===== config.mk =====
export PLATFORM = sky130hd
export DESIGN_NAME = multicycle_controller
export DESIGN_NICKNAME = d
export VERILOG_FILES = /design/src/rtl/mc_ctrl_pkg.sv /design/src/rtl/ctrl_alu_dec.sv /design/src/rtl/multicycle_controller.sv
export SDC_FILE = /design/constraint.sdc
export NUM_CORES = 1
export LEC_CHECK = 0
export CAP_MARGIN = 40
export CORE_MARGIN = 2
export CORE_UTILIZATION = 39
export DETAILED_ROUTE_END_ITERATION = 10
export PLACE_DENSITY = 0.81
export SETUP_SLACK_MARGIN = 0.1
export SYNTH_ARGS = -nofsm -noshare
export SYNTH_HDL_FRONTEND = slang
export SYNTH_SLANG_ARGS = --single-unit

===== constraint.sdc =====
create_clock -name clk -period 1.7 [get_ports clk]
set_input_delay 0.34 -clock clk [delete_from_list [all_inputs] [get_ports clk]]
set_output_delay 0.34 -clock clk [all_outputs]
set_load 0.01 [all_outputs]

===== src/rtl/mc_ctrl_pkg.sv =====
// mc_ctrl_pkg: shared states, ALU codes, mux encodings and opcodes for the multicycle controller
package mc_ctrl_pkg;

    typedef enum logic [3:0] {
        FETCH, DECODE, MEMADR, MEMREAD, MEMWB, MEMWRITE, EXECR, EXECI,
        ALUWB, BRANCH, JAL, JALR, JALWB, UPPER, TRAP
    } state_t;

    typedef enum logic [1:0] {MODE_ADD, MODE_SUB, MODE_FUNCT} alu_mode_t;

    localparam logic [3:0] ALU_ADD  = 4'd0;
    localparam logic [3:0] ALU_SUB  = 4'd1;
    localparam logic [3:0] ALU_AND  = 4'd2;
    localparam logic [3:0] ALU_OR   = 4'd3;
    localparam logic [3:0] ALU_XOR  = 4'd4;
    localparam logic [3:0] ALU_SLT  = 4'd5;
    localparam logic [3:0] ALU_SLTU = 4'd6;
    localparam logic [3:0] ALU_SLL  = 4'd7;
    localparam logic [3:0] ALU_SRL  = 4'd8;
    localparam logic [3:0] ALU_SRA  = 4'd9;

    localparam logic [1:0] RES_ALUOUT    = 2'b00;
    localparam logic [1:0] RES_DATA      = 2'b01;
    localparam logic [1:0] RES_ALURESULT = 2'b10;

    localparam logic [1:0] SRCA_PC    = 2'b00;
    localparam logic [1:0] SRCA_OLDPC = 2'b01;
    localparam logic [1:0] SRCA_RS1   = 2'b10;
    localparam logic [1:0] SRCA_ZERO  = 2'b11;

    localparam logic [1:0] SRCB_RS2  = 2'b00;
    localparam logic [1:0] SRCB_IMM  = 2'b01;
    localparam logic [1:0] SRCB_FOUR = 2'b10;

    localparam logic [2:0] IMM_I = 3'd0;
    localparam logic [2:0] IMM_S = 3'd1;
    localparam logic [2:0] IMM_B = 3'd2;
    localparam logic [2:0] IMM_J = 3'd3;
    localparam logic [2:0] IMM_U = 3'd4;

    localparam logic [6:0] OP_LOAD   = 7'b0000011;
    localparam logic [6:0] OP_STORE  = 7'b0100011;
    localparam logic [6:0] OP_R      = 7'b0110011;
    localparam logic [6:0] OP_I      = 7'b0010011;
    localparam logic [6:0] OP_BRANCH = 7'b1100011;
    localparam logic [6:0] OP_JAL    = 7'b1101111;
    localparam logic [6:0] OP_JALR   = 7'b1100111;
    localparam logic [6:0] OP_LUI    = 7'b0110111;
    localparam logic [6:0] OP_AUIPC  = 7'b0010111;

    function automatic logic [2:0] imm_src(input logic [6:0] op);
        case (op)
            OP_STORE:        return IMM_S;
            OP_BRANCH:       return IMM_B;
            OP_JAL:          return IMM_J;
            OP_LUI, OP_AUIPC: return IMM_U;
            default:         return IMM_I;
        endcase
    endfunction

endpackage


===== src/rtl/ctrl_alu_dec.sv =====
// ctrl_alu_dec: maps opcode bit 5, funct3, funct7b5 and alu mode onto the ALU operation code
module ctrl_alu_dec
    import mc_ctrl_pkg::*;
#(
    parameter int ALUCTRL_W = 4
) (
    input  logic                 op5,
    input  logic [2:0]           funct3,
    input  logic                 funct7b5,
    input  alu_mode_t            alu_mode,
    output logic [ALUCTRL_W-1:0] alu_control
);

    logic [3:0] code;

    // funct7b5 selects SUB only for R-type adds; it selects SRA for both shift-right forms
    always_comb begin
        code = ALU_ADD;
        if (alu_mode == MODE_SUB)
            code = ALU_SUB;
        else if (alu_mode == MODE_FUNCT)
            case (funct3)
                3'b000:  code = (op5 && funct7b5) ? ALU_SUB : ALU_ADD;
                3'b001:  code = ALU_SLL;
                3'b010:  code = ALU_SLT;
                3'b011:  code = ALU_SLTU;
                3'b100:  code = ALU_XOR;
                3'b101:  code = funct7b5 ? ALU_SRA : ALU_SRL;
                3'b110:  code = ALU_OR;
                default: code = ALU_AND;
            endcase
    end

    assign alu_control = ALUCTRL_W'(code);

endmodule


===== src/rtl/multicycle_controller.sv =====
// multicycle_controller: RISC-V multicycle FSM; define MC_MEM_WAIT_EN to add the mem_ready wait handshake
module multicycle_controller
    import mc_ctrl_pkg::*;
#(
    parameter int ALUCTRL_W = 4,
    parameter int IMMSRC_W  = 3
) (
    input  logic                 clk,
    input  logic                 reset,
    input  logic [6:0]           op,
    input  logic [2:0]           funct3,
    input  logic                 funct7b5,
    input  logic [3:0]           flags,
`ifdef MC_MEM_WAIT_EN
    input  logic                 mem_ready,
`endif
    output logic                 PCWrite,
    output logic                 AdrSrc,
    output logic                 MemWrite,
    output logic                 IRWrite,
    output logic [1:0]           ResultSrc,
    output logic [1:0]           ALUSrcA,
    output logic [1:0]           ALUSrcB,
    output logic [IMMSRC_W-1:0]  ImmSrc,
    output logic [ALUCTRL_W-1:0] ALUControl,
    output logic                 RegWrite,
    output logic                 illegal,
    output logic [3:0]           state
);

    state_t    state_q, state_d;
    logic      illegal_q, illegal_d;
    logic      rdy, taken;
    alu_mode_t alu_mode;

`ifdef MC_MEM_WAIT_EN
    assign rdy = mem_ready;
`else
    assign rdy = 1'b1;
`endif

    // Branch decision from live flags {N,Z,C,V}; reserved funct3 values never take
    always_comb begin
        case (funct3)
            3'b000:  taken = flags[2];
            3'b001:  taken = !flags[2];
            3'b100:  taken = flags[3] ^ flags[0];
            3'b101:  taken = !(flags[3] ^ flags[0]);
            3'b110:  taken = !flags[1];
            3'b111:  taken = flags[1];
            default: taken = 1'b0;
        endcase
    end

    // Next-state sequencing; memory states hold until the port reports ready
    always_comb begin
        state_d = state_q;
        case (state_q)
            FETCH:    if (rdy) state_d = DECODE;
            DECODE:
                case (op)
                    OP_LOAD, OP_STORE: state_d = MEMADR;
                    OP_R:              state_d = EXECR;
                    OP_I:              state_d = EXECI;
                    OP_BRANCH:         state_d = BRANCH;
                    OP_JAL:            state_d = JAL;
                    OP_JALR:           state_d = JALR;
                    OP_LUI, OP_AUIPC:  state_d = UPPER;
                    default:           state_d = TRAP;
                endcase
            MEMADR:   state_d = op[5] ? MEMWRITE : MEMREAD;
            MEMREAD:  if (rdy) state_d = MEMWB;
            MEMWRITE: if (rdy) state_d = FETCH;
            EXECR, EXECI, JAL, UPPER: state_d = ALUWB;
            BRANCH:   state_d = (funct3[2:1] == 2'b01) ? TRAP : FETCH;
            JALR:     state_d = JALWB;
            TRAP:     state_d = TRAP;
            default:  state_d = FETCH;
        endcase
        illegal_d = illegal_q | (state_d == TRAP);
    end

    // Moore datapath controls per state; only the BRANCH PC enable looks at flags
    always_comb begin
        PCWrite   = 1'b0;
        AdrSrc    = 1'b0;
        MemWrite  = 1'b0;
        IRWrite   = 1'b0;
        RegWrite  = 1'b0;
        ResultSrc = RES_ALUOUT;
        ALUSrcA   = SRCA_PC;
        ALUSrcB   = SRCB_RS2;
        alu_mode  = MODE_ADD;
        case (state_q)
            FETCH: begin
                IRWrite   = rdy;
                PCWrite   = rdy;
                ALUSrcB   = SRCB_FOUR;
                ResultSrc = RES_ALURESULT;
            end
            DECODE: begin
                ALUSrcA = SRCA_OLDPC;
                ALUSrcB = SRCB_IMM;
            end
            MEMADR: begin
                ALUSrcA = SRCA_RS1;
                ALUSrcB = SRCB_IMM;
            end
            MEMREAD:  AdrSrc = 1'b1;
            MEMWB: begin
                ResultSrc = RES_DATA;
                RegWrite  = 1'b1;
            end
            MEMWRITE: begin
                AdrSrc   = 1'b1;
                MemWrite = 1'b1;
            end
            EXECR: begin
                ALUSrcA  = SRCA_RS1;
                alu_mode = MODE_FUNCT;
            end
            EXECI: begin
                ALUSrcA  = SRCA_RS1;
                ALUSrcB  = SRCB_IMM;
                alu_mode = MODE_FUNCT;
            end
            ALUWB:    RegWrite = 1'b1;
            BRANCH: begin
                ALUSrcA  = SRCA_RS1;
                alu_mode = MODE_SUB;
                PCWrite  = taken;
            end
            JAL: begin
                PCWrite = 1'b1;
                ALUSrcA = SRCA_OLDPC;
                ALUSrcB = SRCB_FOUR;
            end
            JALR: begin
                ALUSrcA   = SRCA_RS1;
                ALUSrcB   = SRCB_IMM;
                ResultSrc = RES_ALURESULT;
                PCWrite   = 1'b1;
            end
            JALWB: begin
                ALUSrcA   = SRCA_OLDPC;
                ALUSrcB   = SRCB_FOUR;
                ResultSrc = RES_ALURESULT;
                RegWrite  = 1'b1;
            end
            UPPER: begin
                ALUSrcA = op[5] ? SRCA_ZERO : SRCA_OLDPC;
                ALUSrcB = SRCB_IMM;
            end
            default: ;
        endcase
    end

    // State and sticky trap flag; reset abandons any instruction in flight
    always_ff @(posedge clk or posedge reset) begin
        if (reset) begin
            state_q   <= FETCH;
            illegal_q <= 1'b0;
        end else begin
            state_q   <= state_d;
            illegal_q <= illegal_d;
        end
    end

    ctrl_alu_dec #(.ALUCTRL_W(ALUCTRL_W)) u_alu_dec (
        .op5         (op[5]),
        .funct3      (funct3),
        .funct7b5    (funct7b5),
        .alu_mode    (alu_mode),
        .alu_control (ALUControl)
    );

    assign ImmSrc  = IMMSRC_W'(imm_src(op));
    assign illegal = illegal_q;
    assign state   = state_q;

endmodule

==> flow_metrics.env <==
export IMPL_final_common_cell="buf_4"
export IMPL_busiest_layer="met2"
export IMPL_grt_ovfl_total=0
export IMPL_die_w_um=47.69
export IMPL_tns_ps=-174.7
export IMPL_crit_arrival_ps=1410
export IMPL_hold_class="in2async"
export IMPL_wire_per_inst_um=16.63
export IMPL_timing_rr_start="state[3]"
export IMPL_critical_path_max_fanout=2
export IMPL_drc_errors=0
export IMPL_synthArstFlopShare=1.000
export IMPL_critPathKind="in2out"
export IMPL_die_area_um2=2274
export IMPL_clk_pin_slew_ps=40
export IMPL_period_share=1.032
export IMPL_synthToLayoutAreaGrowth_pct=103.5
export IMPL_yosysUniqueCellTypes=39
export IMPL_drive_gt1_frac=0.5525
export IMPL_synth_edf_count=0
export IMPL_netlist_instances=109
export IMPL_timing_rr_end="illegal"
export IMPL_fmax_mhz=569.9
export IMPL_finalPower_mw=2.203
export IMPL_tightest_slew_ps=350.2
export IMPL_syn_area_per_cell_um2=6.830
export IMPL_row_count=15
export IMPL_final_hold_violation_count=0
export IMPL_use_met3=0.01887
export IMPL_final_setup_worst_slack_ps=-54.74
export IMPL_yosys_warnings=0
export IMPL_syn_cell_area_um2=744.5
export IMPL_start_util=0.4220
export IMPL_grt_antenna_before_repair=0
export IMPL_portBuffers=39
export IMPL_relSlewSlack=0.7645
export IMPL_finalClockSkew_ps=3.050
export IMPL_place_gp_congestion=0.8339
export IMPL_synth_fp_nets=126
export IMPL_fillers=100
export IMPL_cts_max_path_buffers=2
export IMPL_violations="setup timing"
export IMPL_grt_pass1_wl_um=4788
export IMPL_final_max_slew_violation_count=0
export IMPL_clock_latency_ps=240
export IMPL_track_usage=0.2948
export IMPL_final_cell_mix="buf_4 (25), buf_2 (20), buf_6 (13), dlygate4sd2_1 (10)"
export IMPL_vias=1159
export IMPL_firstDrtPassIters=4
export IMPL_die_y_um=47.69
export IMPL_multi_input_area_um2=715.7
export IMPL_tritoncts="yes"
export IMPL_p_per_area_nw_per_um2=1454
export IMPL_r2r_cells=6
export IMPL_regArea_um2=127.6
export IMPL_ys_ff_latch=5
export IMPL_io_pins=40
export IMPL_nets=199
export IMPL_core_area_um2=1764
export IMPL_vdd_ir_drop_worst_uv=1060
export IMPL_groute_layer_met2_usage=0.5093
export IMPL_numCtsBuffers=3
export IMPL_drt_iter0_drc=40
export IMPL_cts_root_buffer="clkbuf_4"
export IMPL_endpoint_kind="primary output"
export IMPL_htree_levels=1
export IMPL_maxCapViolCount=0
export IMPL_critPathLaunchType="primary input"
export IMPL_required_ps=1360
export IMPL_hpwl_um=2141
export IMPL_r2r_slack_ps=-30
export IMPL_finalWorstPathRequiredPeriod_ps=1755
export IMPL_status="finished, violations left"
export IMPL_routed_via_density=5.599
export IMPL_grt_start_max_net_pins=13
export IMPL_ys_flop_type="dfrtp_1"
export IMPL_fin_util=0.8589
export IMPL_holdBufCountCts=0
export IMPL_grt_pass1_vias=1095
export IMPL_cts_sinks=5
export IMPL_leakage_nw=0.7109
export IMPL_wirelength_um=3443
export IMPL_gr_usage_met1=0.3810
export IMPL_rsz0062_at_grt="yes"
export IMPL_yosysSeqAreaShare=0.1681
export IMPL_drtAntennaViolNets=0
export IMPL_setup_viol=7
==> registers in the layout, summed over array words and instances, names as in the netlist <==
name / count
state: 4
illegal: 1
==> cell families after synthesis <==
kind of cell    count (synthesis)  synth area share
compound gates                 31            0.2807
xor+xnor                        7           0.08235
buf+inv                        13           0.08907
flops                           5            0.1681
mux                             1           0.01345
simple gates                   52            0.3664
==> cells in the mapped netlist, types with 2 or more instances <==
library cell,n,area [um2]
dfrtp_1,5,125.1
clkbuf_1,3,11.26
buf_4,2,15.01
o22ai_1,4,25.02
xor2_1,6,52.55
nor3_1,4,20.02
or2_2,3,18.77
nor2_1,12,45.04
nand2_1,12,45.04
inv_1,5,18.77
o21ai_0,7,35.03
nand3b_1,3,22.52
a21oi_1,8,40.04
nand2b_1,7,43.79
buf_2,2,10.01
nand3_1,3,15.01
==> what timing repair did <==
item / CTS / global route
cloned: 0 / 0
resized for setup: 136 / 25
setup buffers: 5 / 1
endpoints found under the setup margin: 27 / 20
pin swaps: 19 / 8
==> routing by layer <==
layer,routed length [um],vias to the layer above
met5,0,-
met4,69,0
met3,252,8
met2,1739,60
met1,1382,555
li1,-,536
==> through the flow <==
step / std cells / instance area (um2) / worst slack [ps] / hold slack [ps]
after detailed placement: 196 / 1375 / -794.5 / 462.6
final: 207 / 1515 / -54.74 / 307.6
after global placement: 196 / 1375 / -764.2 / 449.3
after global routing: 206 / 1513 / -107.1 / 326.2
after floorplan: 109 / 768.2 / 51.50 / 118.5
after CTS: 205 / 1461 / -55.57 / 299.0
==> critical path, stage by stage <==
cell	delay, ps
dlygate4sd2_1	220
mux2i_1	220
xor2_1	220
o22ai_1	140
o2bb2ai_2	130
buf_2	130
==> final cells by class <==
class / count / share of cell area
well taps: 25 / 0.02064
multi-input cells: 91 / 0.4723
diodes: 1 / 0.001652
inverters: 5 / 0.01239
flip-flops and latches: 5 / 0.08423
clock buffers: 4 / 0.01734
repair buffers: 76 / 0.3914
==> power by group <==
group | internal (mW) | total, mW | leakage [nW] | switching [mW]
Combinational | 0.919 | 1.83 | 0.639 | 0.906
Sequential | 0.165 | 0.240 | 0.0574 | 0.0746
Clock | 0.0888 | 0.138 | 0.0150 | 0.0490
Total | 1.17 | 2.20 | 0.711 | 1.03
==> worst max path at each step <==
stage,endpoint,cells past startpoint,startpoint
floorplan,ImmSrc[0],3,op[2]
global placement,ImmSrc[0],4,op[3]
detailed placement,ImmSrc[0],4,op[3]
CTS,ImmSrc[0],4,op[3]
global route,ALUControl[3],4,state[2]
finish,PCWrite,6,funct3[2]
(Power assumes the default switching activity.)
